==> config.mk <==
export PLATFORM = sky130hd
export DESIGN_NAME = controle_arrolhamento_flat
export DESIGN_NICKNAME = d
export VERILOG_FILES = /design/src/rtl/controle_arrolhamento_pkg.sv /design/src/rtl/controle_arrolhamento_if.sv /design/src/rtl/controle_arrolhamento_temporizador.sv /design/src/rtl/controle_arrolhamento.sv /design/src/flat_wrapper.sv
export SDC_FILE = /design/constraint.sdc
export NUM_CORES = 1
export LEC_CHECK = 0
export CORE_MARGIN = 2
export CORE_UTILIZATION = 40
export DETAILED_ROUTE_END_ITERATION = 10
export DONT_BUFFER_PORTS = 1
export HOLD_SLACK_MARGIN = 0.15
export REMOVE_ABC_BUFFERS = 1
export SLEW_MARGIN = 5
export SYNTH_ARGS = -nofsm -noshare
export SYNTH_HDL_FRONTEND = slang
export SYNTH_SLANG_ARGS = --single-unit
==> constraint.sdc <==
create_clock -name clock -period 2.7 [get_ports clock]
set_input_delay 0.54 -clock clock [delete_from_list [all_inputs] [get_ports clock]]
set_output_delay 0.54 -clock clock [all_outputs]
set_load 0.03 [all_outputs]
==> src/rtl/controle_arrolhamento_pkg.sv <==
`default_nettype none
// ============================================================================
// Module      : pkg_vinho
// Description : Shared definitions for the corking-station controller:
//               FSM state codes, counter/hopper widths, hopper capacity and
//               a saturating-increment helper for the bottle counter.
// Revision    : 1.0 - initial release
// ============================================================================
package pkg_vinho;

    localparam int W_CONT    = 8;   // width of counts exchanged with the dispenser
    localparam int W_FUNIL   = 5;   // width of the local hopper count
    localparam int FUNIL_MAX = 15;  // hopper capacity in corks

    typedef enum logic [2:0] {
        OCIOSO   = 3'd0,
        DISPENSA = 3'd1,
        ARROLHA  = 3'd2,
        LIBERA   = 3'd3,
        CARGA    = 3'd4,
        ALARME   = 3'd5
    } estado_t;

    // Increment that sticks at all-ones instead of wrapping.
    function automatic logic [W_CONT-1:0] incr_sat(input logic [W_CONT-1:0] v);
        return (v == {W_CONT{1'b1}}) ? v : v + 1'b1;
    endfunction

endpackage
`default_nettype wire

==> src/rtl/controle_arrolhamento_if.sv <==
`default_nettype none
// ============================================================================
// Module      : controle_arrolhamento_if
// Description : Bundle between the corking controller and its environment
//               (bottle sensor, operator panel, cork dispenser, press).
//               master : the controller (drives commands and status)
//               slave  : the environment (drives sensors and dispenser data)
// Revision    : 1.0 - initial release
// ============================================================================
interface controle_arrolhamento_if;
    import pkg_vinho::*;

    // environment -> controller
    logic                garrafa;      // bottle present under the press
    logic                repor;        // operator refill request
    logic [W_CONT-1:0]   qtd_repor;    // corks to load into the dispenser
    logic [W_CONT-1:0]   estoque;      // dispenser stock (monitor only)
    logic                vazio;        // dispenser empty flag
    logic [W_CONT-1:0]   dispensado;   // corks released this cycle

    // controller -> environment
    logic                enable_disp;  // dispense command
    logic                load_disp;    // load command
    logic [W_CONT-1:0]   dados_disp;   // load value
    logic                arrolhar;     // cork-press drive
    logic [W_FUNIL-1:0]  funil;        // local hopper count
    logic [W_CONT-1:0]   garrafas_ok;  // bottles corked since reset
    logic                alarme;       // bottle waiting with no corks anywhere
    logic [2:0]          estado;       // FSM state code (debug)

    modport master (
        input  garrafa, repor, qtd_repor, estoque, vazio, dispensado,
        output enable_disp, load_disp, dados_disp, arrolhar, funil,
               garrafas_ok, alarme, estado
    );

    modport slave (
        output garrafa, repor, qtd_repor, estoque, vazio, dispensado,
        input  enable_disp, load_disp, dados_disp, arrolhar, funil,
               garrafas_ok, alarme, estado
    );

endinterface
`default_nettype wire

==> src/rtl/controle_arrolhamento_temporizador.sv <==
`default_nettype none
// ============================================================================
// Module      : temporizador_prensa
// Description : Press-duration timer. 4-bit down-counter loaded with
//               PRESS_CYCLES-1 when a press starts; o_fim is high while the
//               count is 0, marking the last press cycle.
// Ports       : clk, rst      - clock, synchronous active-high reset
//               i_carga       - load PRESS_CYCLES-1 (press about to start)
//               i_habilita    - count down (press in progress)
//               o_fim         - current press cycle is the last one
// Revision    : 1.0 - initial release
// ============================================================================
module temporizador_prensa #(
    parameter int PRESS_CYCLES = 4
) (
    input  wire logic clk,
    input  wire logic rst,
    input  wire logic i_carga,
    input  wire logic i_habilita,
    output logic      o_fim
);

    localparam logic [3:0] c_VALOR_CARGA = 4'(PRESS_CYCLES - 1);

    logic [3:0] r_cont;

    always_ff @(posedge clk) begin
        if (rst) begin
            r_cont <= 4'd0;
        end else if (i_carga) begin
            r_cont <= c_VALOR_CARGA;
        end else if (i_habilita && (r_cont != 4'd0)) begin
            r_cont <= r_cont - 4'd1;
        end
    end

    assign o_fim = (r_cont == 4'd0);

endmodule
`default_nettype wire

==> src/rtl/controle_arrolhamento.sv <==
`default_nettype none
// ============================================================================
// Module      : controle_arrolhamento
// Description : Corking-station controller. Keeps a local hopper of up to
//               15 corks refilled from the dispenser, drives the cork press
//               for PRESS_CYCLES cycles per bottle, loads dispenser stock on
//               operator request and raises an alarm when a bottle waits with
//               hopper and dispenser both empty.
// Ports       : clock, reset  - system clock, synchronous active-high reset
//               bus (master)  - sensors/dispenser in, commands/status out
// Revision    : 1.0 - initial release
// ============================================================================
module controle_arrolhamento
    import pkg_vinho::*;
#(
    parameter int PRESS_CYCLES = 4
) (
    input  wire logic               clock,
    input  wire logic               reset,
    controle_arrolhamento_if.master bus
);

    estado_t             r_estado;
    estado_t             w_prox;
    logic                r_enable_disp;
    logic                r_load_disp;
    logic                r_arrolhar;
    logic                r_alarme;
    logic [W_FUNIL-1:0]  r_funil;
    logic [W_CONT-1:0]   r_garrafas_ok;
    logic                w_funil_vazio;
    logic                w_fim;
    logic                w_inicia_prensa;
    logic                w_unused;

    assign w_funil_vazio = (r_funil == '0);

    // Next-state decision; the OCIOSO branch order is the priority order.
    always_comb begin
        w_prox = r_estado;
        case (r_estado)
            OCIOSO: begin
                if (bus.repor)                                    w_prox = CARGA;
                else if (w_funil_vazio && !bus.vazio)             w_prox = DISPENSA;
                else if (bus.garrafa && !w_funil_vazio)           w_prox = ARROLHA;
                else if (bus.garrafa && w_funil_vazio && bus.vazio) w_prox = ALARME;
                else                                              w_prox = OCIOSO;
            end
            DISPENSA: w_prox = OCIOSO;
            ARROLHA:  w_prox = w_fim ? LIBERA : ARROLHA;
            LIBERA:   w_prox = bus.garrafa ? LIBERA : OCIOSO;
            CARGA:    w_prox = OCIOSO;
            ALARME:   w_prox = bus.repor ? CARGA : ALARME;
            default:  w_prox = OCIOSO;
        endcase
    end

    // ARROLHA is only ever entered from OCIOSO, so this is the entry edge.
    assign w_inicia_prensa = (r_estado == OCIOSO) && (w_prox == ARROLHA);

    temporizador_prensa #(
        .PRESS_CYCLES (PRESS_CYCLES)
    ) u_temporizador (
        .clk        (clock),
        .rst        (reset),
        .i_carga    (w_inicia_prensa),
        .i_habilita (r_estado == ARROLHA),
        .o_fim      (w_fim)
    );

    // State, Moore outputs (registered from the next state so they line up
    // with the state register), hopper and bottle counter.
    always_ff @(posedge clock) begin
        if (reset) begin
            r_estado      <= OCIOSO;
            r_enable_disp <= 1'b0;
            r_load_disp   <= 1'b0;
            r_arrolhar    <= 1'b0;
            r_alarme      <= 1'b0;
            r_funil       <= '0;
            r_garrafas_ok <= '0;
        end else begin
            r_estado      <= w_prox;
            r_enable_disp <= (w_prox == DISPENSA);
            r_load_disp   <= (w_prox == CARGA);
            r_arrolhar    <= (w_prox == ARROLHA);
            r_alarme      <= (w_prox == ALARME);

            // Dispenser batches never exceed 15, so the low bits are the count.
            if (r_estado == DISPENSA) begin
                r_funil <= bus.dispensado[W_FUNIL-1:0];
            end else if ((r_estado == ARROLHA) && w_fim) begin
                r_funil       <= r_funil - 1'b1;
                r_garrafas_ok <= incr_sat(r_garrafas_ok);
            end
        end
    end

    // Stock level is informational and the batch upper bits are always zero.
    assign w_unused = ^{bus.estoque, bus.dispensado[W_CONT-1:W_FUNIL]};

    assign bus.enable_disp = r_enable_disp;
    assign bus.load_disp   = r_load_disp;
    assign bus.dados_disp  = r_load_disp ? bus.qtd_repor : '0;
    assign bus.arrolhar    = r_arrolhar;
    assign bus.alarme      = r_alarme;
    assign bus.funil       = r_funil;
    assign bus.garrafas_ok = r_garrafas_ok;
    assign bus.estado      = r_estado;

endmodule
`default_nettype wire
==> src/flat_wrapper.sv <==
// flat-port wrapper written by rule: the top's interface ports become plain ports
module controle_arrolhamento_flat import pkg_vinho::*;
#(
    parameter int PRESS_CYCLES = 4
)
  (clock, reset, bus_garrafa, bus_repor, bus_qtd_repor, bus_estoque, bus_vazio, bus_dispensado, bus_enable_disp, bus_load_disp, bus_dados_disp, bus_arrolhar, bus_funil, bus_garrafas_ok, bus_alarme, bus_estado);
  controle_arrolhamento_if bus_i ();
  input  wire logic clock;
  input  wire logic reset;
  input wire logic [$bits(bus_i.garrafa)-1:0] bus_garrafa;
  input wire logic [$bits(bus_i.repor)-1:0] bus_repor;
  input wire logic [$bits(bus_i.qtd_repor)-1:0] bus_qtd_repor;
  input wire logic [$bits(bus_i.estoque)-1:0] bus_estoque;
  input wire logic [$bits(bus_i.vazio)-1:0] bus_vazio;
  input wire logic [$bits(bus_i.dispensado)-1:0] bus_dispensado;
  output wire logic [$bits(bus_i.enable_disp)-1:0] bus_enable_disp;
  output wire logic [$bits(bus_i.load_disp)-1:0] bus_load_disp;
  output wire logic [$bits(bus_i.dados_disp)-1:0] bus_dados_disp;
  output wire logic [$bits(bus_i.arrolhar)-1:0] bus_arrolhar;
  output wire logic [$bits(bus_i.funil)-1:0] bus_funil;
  output wire logic [$bits(bus_i.garrafas_ok)-1:0] bus_garrafas_ok;
  output wire logic [$bits(bus_i.alarme)-1:0] bus_alarme;
  output wire logic [$bits(bus_i.estado)-1:0] bus_estado;
  assign bus_i.garrafa = bus_garrafa;
  assign bus_i.repor = bus_repor;
  assign bus_i.qtd_repor = bus_qtd_repor;
  assign bus_i.estoque = bus_estoque;
  assign bus_i.vazio = bus_vazio;
  assign bus_i.dispensado = bus_dispensado;
  assign bus_enable_disp = bus_i.enable_disp;
  assign bus_load_disp = bus_i.load_disp;
  assign bus_dados_disp = bus_i.dados_disp;
  assign bus_arrolhar = bus_i.arrolhar;
  assign bus_funil = bus_i.funil;
  assign bus_garrafas_ok = bus_i.garrafas_ok;
  assign bus_alarme = bus_i.alarme;
  assign bus_estado = bus_i.estado;
  controle_arrolhamento #(.PRESS_CYCLES(PRESS_CYCLES)) u_core (.clock(clock), .reset(reset), .bus(bus_i));
endmodule
**After elaboration in Yosys (flattened, before gate mapping)**

Cells that the tools add are included.

- Output and inout bits: 28
- Word-level logic and storage cells: 53
- Register bits: 24
- Bits of input ports: 29

- Bitwise logic cells: 2
- Muxes and demuxes: 13
- $add $sub $neg: 3
- Equal/unequal tests: 9
- Reductions and logical operators: 17

Operators by type and width:

| operator | number |
|---|---|
| $mux 3 | 4 |
| $pmux 3 s4 | 1 |
| $mux 5 | 2 |
| $eq 3x2->1 const B | 3 |
| $eq 3x3->1 const B | 3 |
| $add 8x1->8 const B | 1 |
| $eq 8x8->1 const B | 1 |
| $mux 8 | 1 |
| $logic_and 1x1->1 | 7 |
| $eq 3x1->1 const B | 2 |
| $mux 2 | 3 |
| $logic_not 5->1 | 1 |
| $sub 5x1->5 const B | 1 |
| $logic_not 4->1 | 1 |
| $reduce_bool 2->1 | 2 |
| $reduce_bool 4->1 | 1 |
| $sub 4x1->4 const B | 1 |
| $logic_not 3->1 | 1 |
| $reduce_and 3->1 | 1 |
| $logic_not 1->1 | 2 |
| $mux 1 | 2 |
| $not 1->1 | 2 |
| $reduce_or 2->1 | 1 |

**Longest topological paths before layout**

- Depth in word-level cells: 11
- Gate-level depth with buffers: 6

**By module**

A second synthesis with hierarchy kept.

- Cell total of the unflattened synthesis: 152
- Area total of the unflattened synthesis: 1293.7 um2

Modules (own cells, without submodules):

| module | cells an instance | area an instance (um2) | times used |
|---|---|---|---|
| controle_arrolhamento | 126 | 1073.5 | 1 |
| temporizador_prensa | 26 | 220.2 | 1 |

**Least setup slack after synthesis**

Ideal clock, no wire load.

- Kind: register -> register
- From: register u_core.r_funil[0] (netlist: u_core.bus.funil[0])
- To: register u_core.r_alarme (netlist: u_core.bus.alarme)
- Setup time: 0.065 ns
- Cell stages (with the launch flop): 7
- Setup slack: 0.824 ns
- Arrival: 1.811 ns
- Path buffers: 0
- Clock period less this slack: 1.876 ns
- Cell sequence: dfxtp_1 inv_1 ha_1 or4b_4 o221a_1 or3_1 nor2_1

- Cells in the longest elaborated chain, start to end: 9
- Elaborated cells between the ends (all ways): 12
- Classes of those cells: 1 x eq/ne; 5 x mux; 6 x reduce/logical

RTL lines:

| what | line | RTL |
|---|---|---|
| start: declaration | controle_arrolhamento.sv:29 | `logic [W_FUNIL-1:0] r_funil;` |
| start signal: assignment | controle_arrolhamento.sv:91 | `r_funil <= bus.dispensado[W_FUNIL-1:0];` |
| start signal: assignment | controle_arrolhamento.sv:93 | `r_funil <= r_funil - 1'b1;` |
| $logic_not 5->1 (*) | controle_arrolhamento.sv:36 | `assign w_funil_vazio = (r_funil == '0);` |
| $logic_and 1x1->1 (2 in series) | controle_arrolhamento.sv:46 | `else if (bus.garrafa && w_funil_vazio && bus.vazio) w_prox = ALARME;` |
| $mux 3 | controle_arrolhamento.sv:46 |  |
| $mux 3 | controle_arrolhamento.sv:45 | `else if (bus.garrafa && !w_funil_vazio) w_prox = ARROLHA;` |
| $mux 3 (*) | controle_arrolhamento.sv:44 | `else if (w_funil_vazio && !bus.vazio) w_prox = DISPENSA;` |
| $mux 3 (*) | controle_arrolhamento.sv:43 | `if (bus.repor) w_prox = CARGA;` |
| $pmux 3 s4 (*) | controle_arrolhamento.sv:41 | `case (r_estado)` |
| $eq 3x3->1 (*) | controle_arrolhamento.sv:87 | `r_alarme <= (w_prox == ALARME);` |
| end signal: assignment | controle_arrolhamento.sv:87 |  |
| end: declaration | controle_arrolhamento.sv:28 | `logic r_alarme;` |

Every way passes the cells marked *; elsewhere a longest branch is shown, timed or not.
A chain may end at the register's enable or synchronous reset.

**Worst setup path in the final report**

- From: register u_core.u_temporizador.r_cont[0]
- To: register u_core.r_garrafas_ok[3] (netlist: u_core.bus.garrafas_ok[3])

- Cells in the longest elaborated chain, start to end: 3

RTL lines:

| what | line | RTL |
|---|---|---|
| start: declaration | controle_arrolhamento_temporizador.sv:25 | `logic [3:0] r_cont;` |
| start signal: assignment | controle_arrolhamento_temporizador.sv:31 | `r_cont <= c_VALOR_CARGA;` |
| start signal: assignment | controle_arrolhamento_temporizador.sv:33 | `r_cont <= r_cont - 4'd1;` |
| $logic_not 4->1 | controle_arrolhamento_temporizador.sv:37 | `assign o_fim = (r_cont == 4'd0);` |
| $logic_and 1x1->1 | controle_arrolhamento.sv:92 | `end else if ((r_estado == ARROLHA) && w_fim) begin` |
| $reduce_and 3->1 (no line) | -- |  |
| end signal: assignment | controle_arrolhamento.sv:94 | `r_garrafas_ok <= incr_sat(r_garrafas_ok);` |
| end: declaration | controle_arrolhamento.sv:30 | `logic [W_CONT-1:0] r_garrafas_ok;` |

No other way between the ends.

==> flow_summary.toml <==
[finish]
n_fill_cell = 310
seq_area_um2 = 480.5
final_cell_mix = "24 x dfxtp_1, 20 x nor2_1, 12 x nand2_1"
fin_area_um2 = 1361
final_common_cell = "dfxtp_1"
antennaDiodeCount = 0
multi_input_area_um2 = 763.2
fin_cells = 194
nets = 184
layout-drive-gt1-share = 0.1000
final_core_util = 0.4423
area.growth.synth_to_final_pct = 4.918

[worst_setup_path]
crit_cells = 6
required_ns = 2.95
crit_path_cell_trace = "inv_1, ha_1, nor3b_2, nand2_2, or4_1, a21oi_1"
critical_path.max_stage_delay_ns = 0.53
crit_buf_inv = 1
reg2reg_depth = 6
cp_top_family = "simple AND/OR/NAND/NOR gates"
start_kind = "flop"
setup.worst_path.class = "reg2reg"
cp_slowest_cell = "nor3b_2"
critPathArrivalTime_ns = 2.40
cp_max_fo = 7
end_kind = "flop"

[placed_design]
place_ws_ns = 0.6255
gp_congestion = 0.7445
placed_area_um2 = 1325
dp_hpwl_mm = 2.016
dp.cells = 190
io_buffers = 0

[timing]
tightest_slew_ns = 0.6498
maxSlewViolCount = 0
fin_tns_setup_ns = 0
rsz0062_at_grt = "no"
finalSetupViolCount = 0
period_needed_ns = 2.148
finClkSkew_ns = 0.01452
layout_setup_ws_ns = 0.5517
max-slew-margin-rel = 0.5662
timing_hold_violations_final = 0
holdWs_ns = 0.2718
fin_crit_sh = 0.7957
fmax_mhz = 465.5

[floorplanning]
fp.dieW_um = 60.96
start_util = 0.4215
die_h_um = 60.96
io_pins = 57
core_um2 = 3078
rows = 20
dieArea_um2 = 3716

[power]
cellPowerDensity_nw_per_um2 = 1089
worst_ir_drop_vdd_v = 0.0006013
power_mw = 1.482
leakage_nw = 0.4732

[status]
status = "complete, no violations"

[clocking]
cts_num_sinks = 24
cts_tree = "built"
path_clk_slew_ns = 0.14
post_cts_buffers = 0
ctsResizeCount = 0
htreeDepth = 1
clockRootBuffer = "clkbuf_4"
numCtsBuffers = 3
clock_latency_ns = 0.32
clockBufferDepth = 2
cts_hold_buf = 0

[min_path]
min-delay-path-class = "in2reg"
whs_path_depth = 1

[global_route]
grt_max_degree = 20
grt-ovfl-total = 0
grt_pass1_vias = 995
antenna_found_initial = 0
grt_pass1_wl_mm = 4.326
grt_usage = 0.1532

[synthesis]
synth_top_family_by_area = "simple AND/OR/NAND/NOR gates"
yosys.area_share.simple = 0.3356
synth_xor_area_frac = 0.03375
netlist_instances = 151
ys_seq_area_frac = 0.3703
synthAdderAreaFrac = 0.03857
async_flop_share = 0
ys_types = 43
synth_compound_area_frac = 0.1398
ys.warnings.count = 0
synth.avg_cell_area_um2 = 8.593
synth_ff_type = "dfxtp_1"
synth_seq_cells = 24
synthMuxAreaShare = 0.04050
synth_area_um2 = 1297
synth_edf_count = 0

[flow_run]
maxCapViolCount = 0

[detailed_routing]
drc_errors = 0
drt-total-wl_mm = 2.652
dr.pass1.iters = 4
dr_total_vias = 1082
drt-initial-drc-count = 20
via_per_inst = 5.577
wl_per_cell_um = 13.67
ant_nets = 0
-- registers in the layout (all words and copies together) (netlist names) --
name,count
u_core.bus.alarme,1
u_core.bus.arrolhar,1
u_core.bus.enable_disp,1
u_core.bus.estado,3
u_core.bus.funil,5
u_core.bus.garrafas_ok,8
u_core.bus.load_disp,1
u_core.u_temporizador.r_cont,4
-- layer usage --
| metal | track usage | up-vias | share of wire | wire [µm] |
|---|---|---|---|---|
| met3 | 0.03625 | 4 | 0.059 | 157 |
| met1 | 0.1969 | 500 | 0.46 | 1223 |
| met5 | 0 | - | 0 | 0 |
| met4 | 0.05590 | 0 | 0.0098 | 26 |
| met2 | 0.2504 | 38 | 0.47 | 1244 |
| li1 | - | 540 | - | - |
-- cell families (layout without fill, tap and decap cells) --
group	count (synthesis)	after routing
buf+inv	12	11
mux	5	5
fa+ha+maj	4	4
compound gates	27	27
simple gates	74	74
xor+xnor	5	5
flops	24	24
-- cells in the mapped netlist (4+ instances only) --
| cell | instances | area (µm²) |
|---|---|---|
| a21oi_1 | 7 | 35.03 |
| nand2_1 | 12 | 45.04 |
| and2_1 | 8 | 50.05 |
| nor2_1 | 20 | 75.07 |
| ha_1 | 4 | 50.05 |
| nor3_1 | 5 | 25.02 |
| inv_1 | 7 | 26.28 |
| dfxtp_1 | 24 | 480.5 |
| a211oi_1 | 6 | 45.04 |
-- final timing paths --
kind / startpoint / to / slack, ns
min reg2reg: u_core.u_temporizador.r_cont[3] / u_core.u_temporizador.r_cont[3] / 0.59
min: reset / u_core.bus.funil[0] / 0.27
max reg2reg: u_core.u_temporizador.r_cont[0] / u_core.bus.garrafas_ok[3] / 0.55
max: u_core.u_temporizador.r_cont[0] / u_core.bus.garrafas_ok[3] / 0.55
-- layout make-up --
| cell class | instances | area share |
|---|---|---|
| clock buffers | 4 | 0.02665 |
| inverters | 7 | 0.01930 |
| flip-flops and latches | 24 | 0.3529 |
| well taps | 44 | 0.04044 |
| multi-input cells | 115 | 0.5607 |
-- where the power goes --
group	total, mW	internal [mW]	switching, mW
Combinational	0.597	0.252	0.344
Sequential	0.694	0.439	0.256
Clock	0.191	0.0824	0.108
Total	1.48	0.773	0.709
No activity file was read; power rests on OpenSTA's default activity.
